$ cat src/rtl/pipeline_pkg.sv
// Shared pipeline types: fetch FSM encoding, queue entry, NOP.
// Imported by the fetch queue and its FIFO consumers.
package pipeline_pkg;

  localparam int PKG_XLEN = 32;

  localparam logic [31:0] NOP = 32'h0000_0000;

  typedef enum logic [1:0] {
    IDLE = 2'd0,
    WAIT = 2'd1,
    DROP = 2'd2
  } fq_state_t;

  typedef struct packed {
    logic [PKG_XLEN-1:0] pc;
    logic [PKG_XLEN-1:0] pc4;
    logic [31:0]         instr;
  } fq_entry_t;

endpackage

$ cat src/rtl/if_fetch_queue_if.sv
// Fetch-queue bus: imem request/response, redirect and ID handshake.
// master = fetch queue side, slave = memory/ID side.
interface if_fetch_queue_if #(
  parameter int XLEN    = 32,
  parameter int DEPTH   = 4,
  parameter int IMEM_AW = 10
);

  logic                     imem_req;
  logic [IMEM_AW-1:0]       imem_addr;
  logic                     imem_gnt;
  logic                     imem_rvalid;
  logic [31:0]              imem_rdata;
  logic                     redirect;
  logic [XLEN-1:0]          redirect_pc;
  logic                     id_valid;
  logic                     id_ready;
  logic [31:0]              id_instruct;
  logic [XLEN-1:0]          id_pc;
  logic [XLEN-1:0]          id_pc4;
  logic [$clog2(DEPTH):0]   fifo_count;

  modport master (
    output imem_req, imem_addr,
    input  imem_gnt, imem_rvalid, imem_rdata,
    input  redirect, redirect_pc,
    output id_valid, id_instruct, id_pc, id_pc4,
    input  id_ready,
    output fifo_count
  );

  modport slave (
    input  imem_req, imem_addr,
    output imem_gnt, imem_rvalid, imem_rdata,
    output redirect, redirect_pc,
    input  id_valid, id_instruct, id_pc, id_pc4,
    output id_ready,
    input  fifo_count
  );

endinterface

$ cat src/rtl/sync_fifo.sv
// Registered-storage synchronous FIFO with flush.
// Push when full and pop when empty are ignored.
module sync_fifo #(
  parameter int WIDTH = 32,
  parameter int DEPTH = 4
) (
  input  logic                   i_clk,
  input  logic                   i_rst,
  input  logic                   i_flush,
  input  logic                   i_push,
  input  logic                   i_pop,
  input  logic [WIDTH-1:0]       i_wdata,
  output logic [WIDTH-1:0]       o_rdata,
  output logic [$clog2(DEPTH):0] o_count
);

  localparam int PW = $clog2(DEPTH);
  localparam int CW = PW + 1;

  logic [WIDTH-1:0] r_mem [DEPTH];
  logic [PW-1:0]    r_wptr;
  logic [PW-1:0]    r_rptr;
  logic [CW-1:0]    r_count;
  logic             w_push;
  logic             w_pop;

  assign w_push  = i_push & (r_count != CW'(DEPTH));
  assign w_pop   = i_pop & (r_count != '0);
  assign o_rdata = r_mem[r_rptr];
  assign o_count = r_count;

  always_ff @(posedge i_clk) begin
    if (w_push && !i_flush)
      r_mem[r_wptr] <= i_wdata;
  end

  always_ff @(posedge i_clk or posedge i_rst) begin
    if (i_rst) begin
      r_wptr  <= '0;
      r_rptr  <= '0;
      r_count <= '0;
    end else if (i_flush) begin
      r_wptr  <= '0;
      r_rptr  <= '0;
      r_count <= '0;
    end else begin
      if (w_push) r_wptr <= r_wptr + PW'(1);
      if (w_pop)  r_rptr <= r_rptr + PW'(1);
      unique case ({w_push, w_pop})
        2'b10:   r_count <= r_count + CW'(1);
        2'b01:   r_count <= r_count - CW'(1);
        default: r_count <= r_count;
      endcase
    end
  end

endmodule

$ cat src/rtl/if_fetch_queue.sv
// Instruction fetch: PC, one-outstanding imem port, redirect
// handling and a queue of fetched words toward ID.
module if_fetch_queue
  import pipeline_pkg::*;
#(
  parameter int              XLEN     = 32,
  parameter int              DEPTH    = 4,
  parameter int              IMEM_AW  = 10,
  parameter logic [XLEN-1:0] RESET_PC = '0
) (
  input logic               i_clk,
  input logic               i_rst,
  if_fetch_queue_if.master  bus
);

  localparam int CW = $clog2(DEPTH) + 1;
  localparam int EW = 2 * XLEN + 32;
  localparam logic [XLEN-1:0] PC_RST = {RESET_PC[XLEN-1:2], 2'b00};

  typedef struct packed {
    logic [XLEN-1:0] pc;
    logic [XLEN-1:0] pc4;
    logic [31:0]     instr;
  } entry_t;

  fq_state_t       r_state;
  logic [XLEN-1:0] r_fetch_pc;
  logic [XLEN-1:0] r_req_pc;

  logic [CW-1:0]   w_count;
  logic            w_valid;
  logic            w_rsp;
  logic            w_keep;
  logic            w_issue;
  logic            w_grant;
  logic            w_push;
  logic            w_pop;
  entry_t          w_wdata;
  entry_t          w_head;
  logic            w_unused;

  assign w_valid = (w_count != '0);
  assign w_rsp   = bus.imem_rvalid & (r_state != IDLE);
  assign w_keep  = bus.imem_rvalid & (r_state == WAIT);

  // Credit ignores a same-cycle pop so Req never depends on ID_Ready.
  assign w_issue = ~bus.redirect
                 & ((r_state == IDLE) | w_rsp)
                 & ((w_count + CW'(w_keep)) < CW'(DEPTH));

  assign bus.imem_req  = w_issue & ~i_rst;
  assign bus.imem_addr = r_fetch_pc[IMEM_AW+1:2];
  assign w_grant       = bus.imem_req & bus.imem_gnt;

  assign w_push = w_keep & ~bus.redirect;
  assign w_pop  = w_valid & bus.id_ready & ~bus.redirect;

  assign w_wdata.pc    = r_req_pc;
  assign w_wdata.pc4   = r_req_pc + XLEN'(4);
  assign w_wdata.instr = bus.imem_rdata;

  sync_fifo #(
    .WIDTH (EW),
    .DEPTH (DEPTH)
  ) u_fifo (
    .i_clk   (i_clk),
    .i_rst   (i_rst),
    .i_flush (bus.redirect),
    .i_push  (w_push),
    .i_pop   (w_pop),
    .i_wdata (w_wdata),
    .o_rdata (w_head),
    .o_count (w_count)
  );

  assign bus.id_valid    = w_valid;
  assign bus.id_instruct = w_valid ? w_head.instr : NOP;
  assign bus.id_pc       = w_valid ? w_head.pc : '0;
  assign bus.id_pc4      = w_valid ? w_head.pc4 : '0;
  assign bus.fifo_count  = w_count;

  assign w_unused = ^bus.redirect_pc[1:0];

  always_ff @(posedge i_clk or posedge i_rst) begin
    if (i_rst) begin
      r_state    <= IDLE;
      r_fetch_pc <= PC_RST;
      r_req_pc   <= PC_RST;
    end else begin
      if (w_grant)
        r_req_pc <= r_fetch_pc;
      // A response arriving with the redirect is consumed here.
      if (bus.redirect) begin
        r_fetch_pc <= {bus.redirect_pc[XLEN-1:2], 2'b00};
        r_state    <= (r_state != IDLE && !bus.imem_rvalid)
                    ? DROP : IDLE;
      end else if (w_grant) begin
        r_fetch_pc <= r_fetch_pc + XLEN'(4);
        r_state    <= WAIT;
      end else if (w_rsp) begin
        r_state <= IDLE;
      end
    end
  end

  a_rvalid_in_idle: assert property (
    @(posedge i_clk) disable iff (i_rst)
    !(bus.imem_rvalid && r_state == IDLE)
  );

endmodule

$ cat src/flat_wrapper.sv
// flat-port wrapper written by rule: the top's interface ports become plain ports
module if_fetch_queue_flat import pipeline_pkg::*;
#(
  parameter int              XLEN     = 32,
  parameter int              DEPTH    = 4,
  parameter int              IMEM_AW  = 10,
  parameter logic [XLEN-1:0] RESET_PC = '0
)
  (i_clk, i_rst, bus_imem_req, bus_imem_addr, bus_imem_gnt, bus_imem_rvalid, bus_imem_rdata, bus_redirect, bus_redirect_pc, bus_id_valid, bus_id_instruct, bus_id_pc, bus_id_pc4, bus_id_ready, bus_fifo_count);
  if_fetch_queue_if #(.XLEN(XLEN), .DEPTH(DEPTH), .IMEM_AW(IMEM_AW)) bus_i ();
  input logic i_clk;
  input logic i_rst;
  output wire logic [$bits(bus_i.imem_req)-1:0] bus_imem_req;
  output wire logic [$bits(bus_i.imem_addr)-1:0] bus_imem_addr;
  input wire logic [$bits(bus_i.imem_gnt)-1:0] bus_imem_gnt;
  input wire logic [$bits(bus_i.imem_rvalid)-1:0] bus_imem_rvalid;
  input wire logic [$bits(bus_i.imem_rdata)-1:0] bus_imem_rdata;
  input wire logic [$bits(bus_i.redirect)-1:0] bus_redirect;
  input wire logic [$bits(bus_i.redirect_pc)-1:0] bus_redirect_pc;
  output wire logic [$bits(bus_i.id_valid)-1:0] bus_id_valid;
  output wire logic [$bits(bus_i.id_instruct)-1:0] bus_id_instruct;
  output wire logic [$bits(bus_i.id_pc)-1:0] bus_id_pc;
  output wire logic [$bits(bus_i.id_pc4)-1:0] bus_id_pc4;
  input wire logic [$bits(bus_i.id_ready)-1:0] bus_id_ready;
  output wire logic [$bits(bus_i.fifo_count)-1:0] bus_fifo_count;
  assign bus_imem_req = bus_i.imem_req;
  assign bus_imem_addr = bus_i.imem_addr;
  assign bus_i.imem_gnt = bus_imem_gnt;
  assign bus_i.imem_rvalid = bus_imem_rvalid;
  assign bus_i.imem_rdata = bus_imem_rdata;
  assign bus_i.redirect = bus_redirect;
  assign bus_i.redirect_pc = bus_redirect_pc;
  assign bus_id_valid = bus_i.id_valid;
  assign bus_id_instruct = bus_i.id_instruct;
  assign bus_id_pc = bus_i.id_pc;
  assign bus_id_pc4 = bus_i.id_pc4;
  assign bus_i.id_ready = bus_id_ready;
  assign bus_fifo_count = bus_i.fifo_count;
  if_fetch_queue #(.XLEN(XLEN), .DEPTH(DEPTH), .IMEM_AW(IMEM_AW), .RESET_PC(RESET_PC)) u_core (.i_clk(i_clk), .i_rst(i_rst), .bus(bus_i));
endmodule
$ cat config.mk
export PLATFORM = sky130hd
export DESIGN_NAME = if_fetch_queue_flat
export DESIGN_NICKNAME = d
export VERILOG_FILES = /design/src/rtl/pipeline_pkg.sv /design/src/rtl/if_fetch_queue_if.sv /design/src/rtl/sync_fifo.sv /design/src/rtl/if_fetch_queue.sv /design/src/flat_wrapper.sv
export SDC_FILE = /design/constraint.sdc
export NUM_CORES = 1
export LEC_CHECK = 0
export CORE_MARGIN = 8
export CORE_UTILIZATION = 57
export DETAILED_ROUTE_END_ITERATION = 8
export PLACE_DENSITY = 0.8
export SLEW_MARGIN = 40
export SYNTH_ARGS = -nofsm -noshare
export SYNTH_HDL_FRONTEND = slang
export SYNTH_SLANG_ARGS = --single-unit
$ cat constraint.sdc
create_clock -name i_clk -period 5.1 [get_ports i_clk]
set_input_delay 0.765 -clock i_clk [delete_from_list [all_inputs] [get_ports i_clk]]
set_output_delay 0.765 -clock i_clk [all_outputs]
set_load 0.1 [all_outputs]
# Word level (Yosys, flattened, before mapping)
# Memories as Yosys holds them, arrays and structs flattened.
# Cells that the tools add are included.
totals:
  ramBits: 384
  memories: 1
  out_inout_bits: 111
  input_bits: 70
  regBits: 73
classes:
  n_mux: 17
  bitwise: 14
  n_reduce_logical: 12
  n_eq_ne: 4
  order_cmp: 1
  add_sub_neg: 7
mem_list:
  columns: ["name", "words", "word_bits", "rd", "rd_ports_with_merged_regs", "wr", "line", "text"]
  rows:
  - ["u_core.u_fifo.r_mem", 4, 96, 1, 0, 1, "sync_fifo.sv:20", "logic [WIDTH-1:0] r_mem [DEPTH];"]
op_table:
  columns: ["cell", "count"]
  rows:
  - ["2-to-1 mux 32 bit", 5]
  - ["adder 32 x 3 -> 32 bit (second input constant)", 2]
  - ["2-to-1 mux 2 bit", 8]
  - ["AND 1 bit", 11]
  - ["nonzero test 3 bit", 3]
  - ["nonzero test 2 bit", 4]
  - ["case mux 3 bit (2 select lines)", 1]
  - ["adder 2 x 1 -> 2 bit (second input constant)", 2]
  - ["equality test 2 x 1 -> 1 bit (second input constant)", 2]
  - ["adder 3 x 1 -> 3 bit", 1]
  - ["adder 3 x 1 -> 3 bit (second input constant)", 1]
  - ["less-than comparator 3 bit (second input constant)", 1]
  - ["2-to-1 mux 3 bit", 1]
  - ["!= test 3 bit (second input constant)", 1]
  - ["subtractor 3 x 1 -> 3 bit (second input constant)", 1]
  - ["equality test 2 bit (second input constant)", 1]
  - ["logical AND 1 bit", 2]
  - ["zero test 1 bit", 2]
  - ["zero test 2 bit", 1]
  - ["2-to-1 mux 1 bit", 2]
  - ["inverter 1 bit", 2]
  - ["bitwise OR 1 bit", 1]

# Longest topological paths before layout
logic_depth:
  depth_word: 9
  depth_mapped: 9

# Hierarchy
# A second synthesis with hierarchy kept.
hier_totals:
  cells_unflattened: 1121
  area_unflattened_um2: 18784.3
by_module_without_submodules:
  columns: ["module", "area_per_inst_um2", "cells_per_inst", "instances"]
  rows:
  - ["sync_fifo", 14372.5, 565, 1]
  - ["if_fetch_queue", 4411.7, 556, 1]

# Worst setup path after synthesis
# OpenSTA, ideal clock, no wires.
synth_path:
  kind: "flip-flop to flip-flop"
  startpoint: "register u_core.u_fifo.r_count[0], in the netlist u_core.u_fifo.o_count[0]"
  endpoint: "memory u_core.u_fifo.r_mem[0][0] (netlist name), enable pin"
  t_arrival_ps: 3914
  stages_incl_launch_ff: 5
  path_slack_ps: 725
  synth_period_minus_slack_ps: 4375
  cell_sequence: "dfrtp_1 nor2_1 a21oi_1 clkbuf_1 and3_1"
synth_via:
  elab_chain_cells: 5
synth_lines:
  columns: ["element", "line", "text"]
  rows:
  - ["start, declared", "sync_fifo.sv:23", "logic [CW-1:0] r_count;"]
  - ["start signal, assigned", "sync_fifo.sv:50", "2'b10: r_count <= r_count + CW'(1);"]
  - ["start signal, assigned", "sync_fifo.sv:51", "2'b01: r_count <= r_count - CW'(1);"]
  - ["start signal, assigned", "sync_fifo.sv:52", "default: r_count <= r_count;"]
  - ["!= test 3 bit", "sync_fifo.sv:27", "assign w_push = i_push & (r_count != CW'(DEPTH));"]
  - ["AND 1 bit", "sync_fifo.sv:27", null]
  - ["logical AND 1 bit", "sync_fifo.sv:33", "if (w_push && !i_flush)"]
  - ["2-to-1 mux 1 bit", "sync_fifo.sv:33", null]
  - ["2-to-1 mux 1 bit (not written as such)", "sync_fifo.sv:34", "r_mem[r_wptr] <= i_wdata;"]
  - ["end, declared", "sync_fifo.sv:20", null]
# No other way between the ends.

# Worst setup path in the final report
layout_path:
  startpoint: "input bus_redirect"
  endpoint: "output bus_imem_req"
layout_via:
  elab_chain_cells: 4
layout_lines:
  columns: ["element", "line", "text"]
  rows:
  - ["start, declared", "flat_wrapper.sv:18", "input wire logic [$bits(bus_i.redirect)-1:0] bus_redirect;"]
  - ["inverter 1 bit", "if_fetch_queue.sv:47", "assign w_issue = ~bus.redirect"]
  - ["AND 1 bit", "if_fetch_queue.sv:48", "& ((r_state == IDLE) | w_rsp)"]
  - ["AND 1 bit", "if_fetch_queue.sv:49", "& ((w_count + CW'(w_keep)) < CW'(DEPTH));"]
  - ["AND 1 bit", "if_fetch_queue.sv:51", "assign bus.imem_req = w_issue & ~i_rst;"]
  - ["end, declared", "flat_wrapper.sv:13", "output wire logic [$bits(bus_i.imem_req)-1:0] bus_imem_req;"]
# No other way between the ends.

==> results.md <==
* Outcome: finished, final reports clean
* Synth Instances at 1077
* Number of setup buffers added after CTS at 0
* CTS buffer count at between 40 and 50
* Sw frac at 0.436
* I/O Buffers at roughly 170
* Core Region at about 0.031 mm²
* Pint at approximately 7.4 mW
* Crit path time final at 3450 ps
* Clock skew at between 15 and 20 ps
* Switching power at between 5 and 6 mW
* DR iter-0 viols at a little under 800
* Post-synth top flop: edfxtp_1
* # DRC at 0
* Final cell area excluding filler cells at ~0.021 mm²
* Post-synth EDFFs at roughly 370
* Syn_area_per_cell at roughly 17 µm²
* Iteration count of the initial detailed-routing pass at 5
* Total power at 13.2 mW
* # diodes at 0
* Via/cell ratio at between 5 and 6
* Clock transition at path regs at around 60 ps
* Area Growth Syn to Fin at 17.9%
* Pwr dens at a little over 600 mW/mm²
* First-pass GRT wire length at around 58000 µm
* Routed via count at approximately 10000
* Mapped Area at between 0.015 and 0.02 mm²
* Tcrit/Tclk final at 0.676
* Critical path class: input pin to output port
* Sequential group share of total power at 0.349
* Worst Hold Depth at 2
* Final wirelength at about 37000 µm
* CP Max Fanout at 35
* Crit path DAT at approximately 2700 ps
* Yosys cell types at 55
* Slew margin rel. at 0.448
* Hold Path End: u_core.r_req_pc[31]$_DFFE_PP0P_
* Critical Path Source Type: input pin
* Worst Setup SP: bus_redirect
* Sequential fraction of the synthesis area at 0.708
* Hold path start: u_core.r_fetch_pc[31]$_DFFE_PP0P_
* DR WL/cell at approximately 22 µm
* Die W at 194 µm
* Initial core utilization at 0.575
* Fillcell total at ~2000
* FP Rows at 65
* Largest net degree at the start of global routing at just over 90
* PostCTS Resize Cnt at 0
* Fmax at approximately 290 MHz
* CTS root buf: clkbuf_16
* Yosys reg bits at approximately 440
* Peak supply drop at roughly 430 µV
* RePlAce Congestion at slightly below 0.9
* # clock sinks at between 400 and 500
* Antenna violations before repair at 0
* YS warnings at 0
* Vias in the first global route at approximately 10000
* Slew @ Worst Pin at 826 ps
* Final core utilization at 0.677
* Leakage at approximately 7.5 nW
* Post-CTS Hold Buffers at 0
* Die Ht at about 190 µm
* Ports at 181
* Hold WC Path Type: flop to flop
* Worst Setup End Kind: output port
* Clock Power Share at 0.256
* Gr ovfl total at 0
* Final hold violation count at 0
* Worst R2R Path Depth at 8
* Fraction of registers with async set or reset after synthesis at 0.158
* RSZ-0062 raised after global routing: no
* Slew Limit Fails at 0
* Reg2Reg Setup Slack at around 2500 ps
* # nets final at ~1300
* Max clock buf depth at 3
* Combinational share of power at 0.395
* Placed instance area at 0.0197 mm²
* Clk_lat worst skew at around 530 ps
* Clock H-tree levels at 2
* Total GRT Usage at 0.193
* Count of final setup violators at 0
* Max cap viols at 0
* CTS tree: done
* Die area at 0.0376 mm²
* Critical Path RT at around 4300 ps
* Hpwl dp at approximately 23000 µm
* Share of cells above drive strength 1 at 0.239
* Final TNS setup at 0 ps
* Post-route antenna net violation count at 0
* R2r endpoint: u_core.u_fifo.o_count[2]$_DFFE_PP0P_
* Crit Reg-Reg Startpoint: u_core.u_fifo.o_count[0]$_DFFE_PP0P_
logic make-up after synthesis:
family,share of synthesized area
AO/OA/AOI/OAI,0.0339
XOR/XNOR,0.0165
adder cells (fa/ha/maj),0.00527
buffers and inverters,0.0229
flip-flops,0.708
multiplexers,0.116
other,0.000208
AND/OR/NAND/NOR,0.0968
final cells by class:
cell class	instances	area, µm²	share of cell area
sequential	437	12800	0.601
multi-input combinational	554	4900	0.230
timing repair buffer	195	1460	0.0687
clock buffer	56	1210	0.0568
tap	402	503	0.0236
clock inverter	24	338	0.0159
inverter	20	75.1	0.00353
power by group through the flow:
stage	Combinational, mW	Sequential [mW]	Clock (mW)
3_5_place_dp	5.25	4.67	0
3_3_place_gp	5.59	4.64	0
2_1_floorplan	4.35	4.56	0
4_1_cts	5.27	4.60	3.42
5_1_grt	5.42	4.63	3.56
6_report	5.21	4.60	3.37
per-stage QoR:
step           setup slack, ps  hold slack, ps  std cells
5_1_grt                   1510             579       1688
3_3_place_gp              1420             504       1608
2_1_floorplan              725             474       1080
6_report                  1650             541       1688
3_5_place_dp              1350             522       1608
4_1_cts                   1610             537       1688
critical path, cell delays in order:
cell and delay, ps:
clkdlybuf4s50_1 710, buf_4 430, inv_1 290, and4_1 240
buf_4 230
metal layers:
layer | vias up | global-route usage | routed length [µm]
met1 | 5073 | 0.270 | 16000
met3 | 44 | 0.0319 | 2080
met4 | 0 | 0.0419 | 481
met5 | - | 0 | 0
met2 | 337 | 0.319 | 18200
li1 | 4507 | - | -
state kept, by name, indices dropped and copies added (netlist names):
name,flops
u_core.r_state,2
u_core.r_fetch_pc,30
u_core.u_fifo.r_wptr,2
u_core.u_fifo.r_mem,368
u_core.r_req_pc,30
u_core.u_fifo.r_rptr,2
u_core.u_fifo.o_count,3
cell usage after synthesis, types with 17 or more instances:
cell type | count | area [µm²]
nand3_1 | 24 | 120
clkbuf_1 | 28 | 105
o21ai_0 | 29 | 145
xnor2_1 | 21 | 184
nor2_1 | 20 | 75.1
edfxtp_1 | 368 | 11100
and2_1 | 94 | 588
buf_2 | 17 | 85.1
dfrtp_1 | 69 | 1730
inv_1 | 20 | 75.1
nand2_1 | 107 | 402
mux4_2 | 92 | 2070
nand4_1 | 17 | 106
worst max-delay path by stage:
stage	end	cells past startpoint	slack, ps
floorplan	u_core.u_fifo.r_mem[0][0]$_DFFE_PP_	4	720
global placement	u_core.r_fetch_pc[17]$_DFFE_PP0P_	7	1420
detailed placement	u_core.r_fetch_pc[17]$_DFFE_PP0P_	7	1350
CTS	bus_id_pc4[2]	4	1610
global route	bus_imem_req	5	1510
finish	bus_imem_req	5	1650
placed cells by master (no fill, tap or decap), types with 13 or more instances in the layout:
cell type / Yosys / routed
nand4_1: 17 / 17
nand2_1: 107 / 107
and2_1: 94 / 94
clkbuf_16: 0 / 46
o21ai_0: 29 / 29
edfxtp_1: 368 / 368
nor2_1: 20 / 19
dfrtp_1: 69 / 67
xor2_1: 13 / 13
mux4_2: 92 / 92
nand3_1: 24 / 24
inv_1: 20 / 19
clkdlybuf4s50_1: 0 / 67
buf_4: 15 / 15
a21oi_1: 14 / 14
xnor2_1: 21 / 21
buf_2: 17 / 105
Power figures use the tool's default switching activity.
==> RTL change, RTL diff (same flow settings) <==
`IMEM_AW` is set to 10 in 3 places; all go to 9.
--- a/src/rtl/if_fetch_queue_if.sv
+++ b/src/rtl/if_fetch_queue_if.sv
@@ -3,7 +3,7 @@
 interface if_fetch_queue_if #(
   parameter int XLEN    = 32,
   parameter int DEPTH   = 4,
-  parameter int IMEM_AW = 10
+  parameter int IMEM_AW = 9
 );
 
   logic                     imem_req;
--- a/src/rtl/if_fetch_queue.sv
+++ b/src/rtl/if_fetch_queue.sv
@@ -5,7 +5,7 @@
 #(
   parameter int              XLEN     = 32,
   parameter int              DEPTH    = 4,
-  parameter int              IMEM_AW  = 10,
+  parameter int              IMEM_AW  = 9,
   parameter logic [XLEN-1:0] RESET_PC = '0
 ) (
   input logic               i_clk,
--- a/src/flat_wrapper.sv
+++ b/src/flat_wrapper.sv
@@ -3,7 +3,7 @@
 #(
   parameter int              XLEN     = 32,
   parameter int              DEPTH    = 4,
-  parameter int              IMEM_AW  = 10,
+  parameter int              IMEM_AW  = 9,
   parameter logic [XLEN-1:0] RESET_PC = '0
 )
   (i_clk, i_rst, bus_imem_req, bus_imem_addr, bus_imem_gnt, bus_imem_rvalid, bus_imem_rdata, bus_redirect, bus_redirect_pc, bus_id_valid, bus_id_instruct, bus_id_pc, bus_id_pc4, bus_id_ready, bus_fifo_count);
Interface: changed (resized bus_imem_addr); port bits go from 181 to 180. The function was not compared with the original's and may differ.
==> RTL change against the original RTL <==
  * Area after synthesis is essentially flat
  * Critical path depth shrank 1
  * Sequential share of layout area grew 0.37 points
  * Register-to-register slack lost 0.48 ns
  * Routed wire length grew 0.96%
  * Total power shrank 2.3%
  * First-iteration DRC count grew 5.3%
  * Critical endpoint is now bus_id_pc4[23]
  * Sequential cell count is the same
  * Largest cell class unchanged
  * Final area shrank 0.61%
  * Worst setup slack lost 0.15 ns
  * Via count grew 0.69%
==> RTL change: results (changes against the original RTL) <==
| Metric | Value |
|---|---|
| Run status | complete, no violations |
| CP max-delay cell | or3_2 |
| Data arrival, critical path | 2.84 ns (+0.16 ns) |
| Routed wire per std cell | 22.0 um (+0.78%) |
| Multi-input gates | 554 (unchanged) |
| GR Util met3 | 0.0342 (+0.00226) |
| Worst-skew pair later-pin latency | 0.55 ns (+0.02 ns) |
| Seq/total area | 0.605 (+0.00370) |
| Met2 Routed Length | 18.1 mm (-0.46%) |
| Hold path endpoint | u_core.r_req_pc[14] |
| DP Wirelength | 22.8 mm (+1.2%) |
| Comb group | 5.17 mW (-0.8%) |
| Max FO, Critical Path | 44 (+26%) |
| Signal buf overhead | 0.0704 (+0.00172) |
| Fill cells | 2,036 (-0.34%) |
| Max IR drop VDD | 0.544 mV (+26%) |
| First-pass GRT wire length | 58.6 mm (+1.3%) |
| P per Cell Area | 609 mW/mm2 (-1.7%) |
| Crit path capture | bus_id_pc4[23] |
| Met1 GRT Util | 0.270 (-0.000468) |
| Max transition margin | 0.487 (+0.0389) |
| Main area contributors after synthesis | edfxtp_1 61%, mux4_2 11%, dfrtp_1 9.6% |
| Largest net degree at the start of global routing | 70 (-25%) |
| Seq/Total Area, Yosys | 0.709 (about the same) |
| Clock skew | 0.0127 ns (-0.00573 ns) |
| Worst Setup SP | u_core.u_fifo.o_count[2] |
| Gr busiest metal | met2 |
| RePlAce Congestion | 0.920 (+3.5%) |
| Reg2reg end | u_core.u_fifo.o_count[2] |
| Via density | 5.93 (+0.51%) |
| CP top delay family | simple AND/OR/NAND/NOR gates |
| Max power group | combinational logic |
| R2R Setup Slk | 1.98 ns (-0.48 ns) |
| Psw | 5.77 mW (+0.34%) |
| Root buf cell | clkbuf_16 |
| Count of non-CTS buffers in the layout | 196 (+0.51%) |
| HP Start | u_core.r_fetch_pc[14] |
| # clk buffers | 58 (+3.6%) |
| Total GRT Usage | 0.196 (+0.00275) |
| Final #Nets | 1,330 (+0.075%) |
| Layout cells sized above 1 | 0.235 (-0.00366) |
| M1 wire length | 15.9 mm (-0.66%) |
| WL met3 | 2.36 mm (+14%) |
| Clock-cell share of area | 0.0654 (-0.00731) |
| Vias in the first global route | 10.4k (+1.5%) |
| Leakage power | 7.50 nW (-0.60%) |
[RTL change: cells by family (layout without fill, tap and decap cells)]
family | count (synthesis) | after routing | share of synthesized area
DFF | 437 | 437 | 0.709
adders and majority gates | 7 | 7 | 0.00527
and+or+nand+nor | 326 | 326 | 0.0969
xor gates and xnor gates | 34 | 34 | 0.0165
buffers and inverters | 88 | 298 | 0.0225
other | 1 | 4 | 0.000208
muxes | 94 | 94 | 0.116
AOI/OAI and AO/OA | 89 | 89 | 0.0339
[RTL change: stage by stage]
step / area [um2] / setup slack, ns / hold slack, ns / util / std cells
after floorplan: 18000 / 0.725 / 0.474 / - / 1079
after global placement: 20200 / 1.31 / 0.508 / 0.645 / 1608
after detailed placement: 19700 / 1.22 / 0.519 / 0.629 / 1609
after CTS: 21100 / 1.42 / 0.530 / 0.673 / 1691
after global routing: 21100 / 1.29 / 0.584 / 0.673 / 1691
final: 21100 / 1.50 / 0.539 / 0.673 / 1691
